`config.mk`:
```
export PLATFORM = sky130hd
export DESIGN_NAME = screen_phase_compositor
export DESIGN_NICKNAME = d
export VERILOG_FILES = /design/src/rtl/screen_phase_compositor.sv
export SDC_FILE = /design/constraint.sdc
export NUM_CORES = 1
export LEC_CHECK = 0
export ABC_AREA = 1
export CORE_ASPECT_RATIO = 0.9
export CORE_UTILIZATION = 34
export CTS_CLUSTER_SIZE = 25
export DETAILED_ROUTE_END_ITERATION = 10
export GPL_ROUTABILITY_DRIVEN = 0
export PLACE_DENSITY = 0.87
export SYNTH_ARGS = -nofsm -noshare
export SYNTH_HDL_FRONTEND = slang
export SYNTH_SLANG_ARGS = --single-unit
```
`constraint.sdc`:
```
create_clock -name clk -period 1.5 [get_ports clk]
set_input_delay 0.3 -clock clk [delete_from_list [all_inputs] [get_ports clk]]
set_output_delay 0.3 -clock clk [all_outputs]
set_load 0.02 [all_outputs]
```
`src/rtl/screen_phase_compositor.sv`:
```
// Game-phase sequencer (TITLE/PLAY/DYING/GAMEOVER) and per-phase pixel-layer
// arbiter feeding a registered r/g/b output toward the VGA DAC.
module screen_phase_compositor #(
  parameter int unsigned DYING_FRAMES    = 120,
  parameter int unsigned OVER_MIN_FRAMES = 60,
  parameter logic [9:0]  BG_COLOR        = 10'h000
) (
  input  logic        clk,
  input  logic        reset_n,
  input  logic        frame_tick,
  input  logic        start_btn,
  input  logic [9:0]  life_point,
  input  logic [29:0] title_rgb,
  input  logic [29:0] sprite_rgb,
  input  logic [29:0] hud_rgb,
  input  logic [29:0] over_rgb,
  input  logic        title_printed,
  input  logic        sprite_printed,
  input  logic        hud_printed,
  input  logic        over_printed,
  output logic [9:0]  r,
  output logic [9:0]  g,
  output logic [9:0]  b,
  output logic [1:0]  phase,
  output logic        title_en,
  output logic        play_en,
  output logic        over_en,
  output logic        game_restart
);

  typedef enum logic [1:0] {TITLE = 2'd0, PLAY = 2'd1, DYING = 2'd2, GAMEOVER = 2'd3} phase_t;

  localparam logic [7:0] DYING_LAST = 8'(DYING_FRAMES - 1);
  localparam logic [7:0] OVER_MIN   = 8'(OVER_MIN_FRAMES);

  phase_t      state, state_nxt;
  logic        start_d, start_rise, restart_nxt;
  logic [7:0]  frame_cnt;
  logic [29:0] pix_sel;
  logic [9:0]  r_nxt;

  assign start_rise = start_btn & ~start_d;

  always_comb begin
    state_nxt = state;
    case (state)
      TITLE:    if (start_rise) state_nxt = PLAY;
      PLAY:     if (life_point == 10'd0) state_nxt = DYING;
      DYING:    if (frame_tick && frame_cnt == DYING_LAST) state_nxt = GAMEOVER;
      GAMEOVER: if (start_rise && frame_cnt >= OVER_MIN) state_nxt = TITLE;
      default:  state_nxt = TITLE;
    endcase
    restart_nxt = (state == TITLE) && (state_nxt == PLAY);
  end

  // Layer selection uses the current phase register, so a phase change shows
  // up in the pixel registered one cycle after the transition edge.
  always_comb begin
    pix_sel = {3{BG_COLOR}};
    case (state)
      TITLE:       if (title_printed) pix_sel = title_rgb;
      PLAY, DYING: begin
        if (hud_printed)         pix_sel = hud_rgb;
        else if (sprite_printed) pix_sel = sprite_rgb;
      end
      GAMEOVER: begin
        if (over_printed)        pix_sel = over_rgb;
        else if (hud_printed)    pix_sel = hud_rgb;
      end
      default: pix_sel = {3{BG_COLOR}};
    endcase
    r_nxt = pix_sel[29:20];
    if (state == DYING && frame_cnt[3]) r_nxt = 10'h3ff;
  end

  always_ff @(posedge clk or negedge reset_n) begin
    if (!reset_n) begin
      state        <= TITLE;
      start_d      <= 1'b1;
      frame_cnt    <= 8'd0;
      game_restart <= 1'b0;
      r            <= BG_COLOR;
      g            <= BG_COLOR;
      b            <= BG_COLOR;
    end else begin
      state        <= state_nxt;
      start_d      <= start_btn;
      game_restart <= restart_nxt;
      if (state_nxt != state)                     frame_cnt <= 8'd0;
      else if (frame_tick && frame_cnt != 8'hff)  frame_cnt <= frame_cnt + 8'd1;
      r <= r_nxt;
      g <= pix_sel[19:10];
      b <= pix_sel[9:0];
    end
  end

  assign phase    = state;
  assign title_en = (state == TITLE);
  assign play_en  = (state == PLAY) || (state == DYING);
  assign over_en  = (state == GAMEOVER);

endmodule

```
==> results <==
synth_stat cells (2+ instances only):
| cell | count | share of area |
|---|---|---|
| a21oi_1 | 32 | 0.056 |
| a22o_1 | 20 | 0.061 |
| buf_1 | 3 | 0.0039 |
| clkbuf_1 | 24 | 0.031 |
| dfrtp_1 | 41 | 0.36 |
| ha_1 | 6 | 0.026 |
| inv_1 | 13 | 0.017 |
| inv_2 | 4 | 0.0052 |
| nand2_1 | 132 | 0.17 |
| nand3_1 | 49 | 0.086 |
| nand4_1 | 3 | 0.0066 |
| nor2_1 | 48 | 0.063 |
| nor3_1 | 3 | 0.0052 |
| o21ai_0 | 2 | 0.0035 |
| o21ai_1 | 34 | 0.059 |
| xor2_1 | 5 | 0.015 |
power by group through the flow:
stage	logic, mW	registers (mW)	clock network [mW]
2_1_floorplan	1.59	2.15	0
6_report	3.91	1.65	0.769
3_3_place_gp	3.77	1.69	0
5_1_grt	4.19	1.70	0.837
3_5_place_dp	3.83	1.70	0
4_1_cts	3.75	1.66	0.778
worst max-delay path by stage:
stage / from / end / slack (ns) / cells past startpoint
global placement: hud_printed / g[3]$_DFF_PN0_ / -0.28 / 7
global route: phase[1]$_DFF_PN0_ / frame_cnt[0]$_DFFE_PN0P_ / -0.25 / 12
floorplan: phase[0]$_DFF_PN0_ / frame_cnt[0]$_DFFE_PN0P_ / -0.04 / 12
detailed placement: start_btn / frame_cnt[1]$_DFFE_PN0P_ / -0.41 / 10
finish: phase[1]$_DFF_PN0_ / frame_cnt[7]$_DFFE_PN0P_ / -0.15 / 9
CTS: phase[0]$_DFF_PN0_ / frame_cnt[3]$_DFFE_PN0P_ / -0.09 / 12
stage by stage:
step	hold WS, ns	utilization
6_report	0.455	0.619
5_1_grt	0.459	0.619
4_1_cts	0.451	0.615
3_5_place_dp	0.244	0.597
3_3_place_gp	0.238	0.597
2_1_floorplan	0.00441	-
layout make-up:
type	count	area (sq um)
clock buffer	6	82.6
multi-input combinational	338	1710
timing repair buffer	198	1950
clock inverter	2	12.5
sequential	42	1050
fill	732	3090
tap	99	124
inverter	18	80.1
logic make-up after synthesis:
| group | share of synthesized area |
|---|---|
| AND/OR/NAND/NOR | 0.343 |
| AO/OA/AOI/OAI | 0.183 |
| buffers and inverters | 0.0647 |
| flip-flops | 0.368 |
| adder cells (fa/ha/maj) | 0.0262 |
| XOR/XNOR | 0.0153 |
what timing repair did:
item | in CTS | in global routing
resized for setup | 62 | 13
setup buffers | 2 | 1
hold endpoints to repair | 15 | 0
pin swaps | 4 | 7
endpoints found under the setup margin | 67 | 28
hold buffers | 1 | 0
cloned | 1 | 0
worst reg2reg max path, stage by stage, from the launching register on:
cell,delay (ns)
dfrtp_2,0.46
buf_6,0.14
ha_4,0.15
buf_4,0.14
a21oi_1,0.12
nand2_1,0.09
nand2_1,0.12
nand3_2,0.10
nand3_4,0.16
nor2_1,0.07
flip-flops by register name, summed over array words and instances (netlist names):
signal and flops:
r 10, frame_cnt 8, game_restart 1, start_d 1, phase 2, g 10
b 10
layer usage:
layer | share of wire | track usage | vias up
met5 | 0 | 0 | -
met4 | 0.031 | 0.0841 | 0
met3 | 0.075 | 0.0360 | 31
met2 | 0.48 | 0.412 | 216
met1 | 0.41 | 0.309 | 1645
li1 | - | - | 1763
==> run_results.csv <==
group,metric,value,unit
timing,finalCritPeriodShare,1.10,
critical_path,slowest_delay,0.46,ns
timing,clock_skew,0.00741,ns
cells_and_area,nNetsFinal,747,
floorplan,rows,31,
cts,cts_buffer_depth,2,
cts,cts_buffers,5,
hold_path,holdPathStages,1,
pwr,p_seq_frac,0.261,
global_routing,grt_pass1_vias,3295,
synthesis,synth_area,2860,sq um
cts,clkLatencyLatePin,0.29,ns
routing,finalWirelength,10700,microns
synthesis,ys.flop_type,"dfrtp_1",
critical_path,cp.required,1.68,ns
critical_path,crit_top_cell,"nand2_1",
synthesis,synth_cell_types,24,
timing,fin_crit,1.65,ns
routing,ant_nets,0,
placed_design,io_buffers,173,
synthesis,yosys_warnings,0,
synthesis,async_flop_share,1.00,
placed_design,dpl.cell_count,690,
critical_path,r2r-end,"frame_cnt[7]$_DFFE_PN0P_",
critical_path,worst-setup-path-type,"reg -> reg",
global_routing,grt_antenna_before_repair,0,
timing,finalSetupViolCount,10,
outcome,violations,"setup timing",
global_routing,grtUsageTotal,0.238,
critical_path,critical-path-top-delay-family,"simple AND/OR/NAND/NOR gates",
cells_and_area,layout-drive-gt1-share,0.118,
floorplan,die_w,98.7,microns
critical_path,r2r_cells,9,
hold_path,hold_start,"start_btn",
synthesis,synth_nets,571,
floorplan,core,8110,sq um
timing,hold_viol,0,
pwr,swShare,0.446,
timing,fin_setup_tns,-1.12,ns
cells_and_area,area_delta_synth_final,75.5,%
pwr,ir_drop,0.000719,V
timing,slew_headroom,0.737,
hold_path,hold_end,"start_d$_DFF_PN1_",
pwr,power,6.33,mW
critical_path,end_kind,"flop",
cells_and_area,layout_common_cells,"134 x clkdlybuf4s50_1, 130 x nand2_1, 47 x nand3_1",
floorplan,dieHeight,89.0,microns
cts,cts-root-buf,"clkbuf_8",
cells_and_area,final_common_cell,"clkdlybuf4s50_1",
routing,drt_pass1_iterations,5,
timing,tightest_slew,0.392,ns
critical_path,start_kind,"flop",
synthesis,synthCells,427,
cells_and_area,antenna_cells,0,
routing,routed_via_density,5.20,
critical_path,critPathArrivalTime,1.83,ns
cells_and_area,final_cells,703,
pwr,clkPwrFrac,0.121,
timing,setup_slack,-0.148,ns
pwr,comb_power_share,0.618,
floorplan,start_util,0.353,
placed_design,place_ws,-0.414,ns
floorplan,io-pin-count,174,
global_routing,grt_pass1_wl,16400,microns
floorplan,dieArea,8780,sq um
timing,drv_slew,0,
placed_design,placed_area,4840,sq um
pwr,p_sw,2.82,mW
critical_path,cp.buffers_inverters,2,
pwr,p_per_area,1260,nW/um^2
outcome,outcome,"finished, violations left",
timing,max_freq,0.607,GHz
cts,clk_pin_slew_worst_paths,0.08,ns
cts,tritoncts,"done",
run,maxCapViolCount,0,
synthesis,synth_edf_count,0,
critical_path,r2r-start,"phase[1]$_DFF_PN0_",
critical_path,reg2reg_slack,-0.15,ns
synthesis,seq_area_frac_synth,0.368,
cells_and_area,fin_area,5020,sq um
critical_path,cp_cell_sequence,"buf_6, ha_4, buf_4, a21oi_1, nand2_1, nand2_1, nand3_2, nand3_4, nor2_1",
timing,rsz0062_at_grt,"true",
global_routing,overflow,0,
routing,route.detailed.drc,0,
synthesis,synth-seq-cells,42,
placed_design,post-dp-hpwl,8240,microns
pwr,internal_power,3.51,mW
hold_path,hold_class,"in -> reg",
global_routing,grt_max_degree,61,
critical_path,slowest_stage,"dfrtp_2",
routing,wire_per_inst,15.2,microns
synthesis,avgSynthCellArea,6.70,sq um
cts,h-tree-depth,2,
routing,drt_iter0_drc,316,
pwr,p_leak,2.38,nW
routing,vias,3655,
critical_path,path_max_fanout,8,
cts,cts_sinks,42,
(Power assumes the default switching activity.)
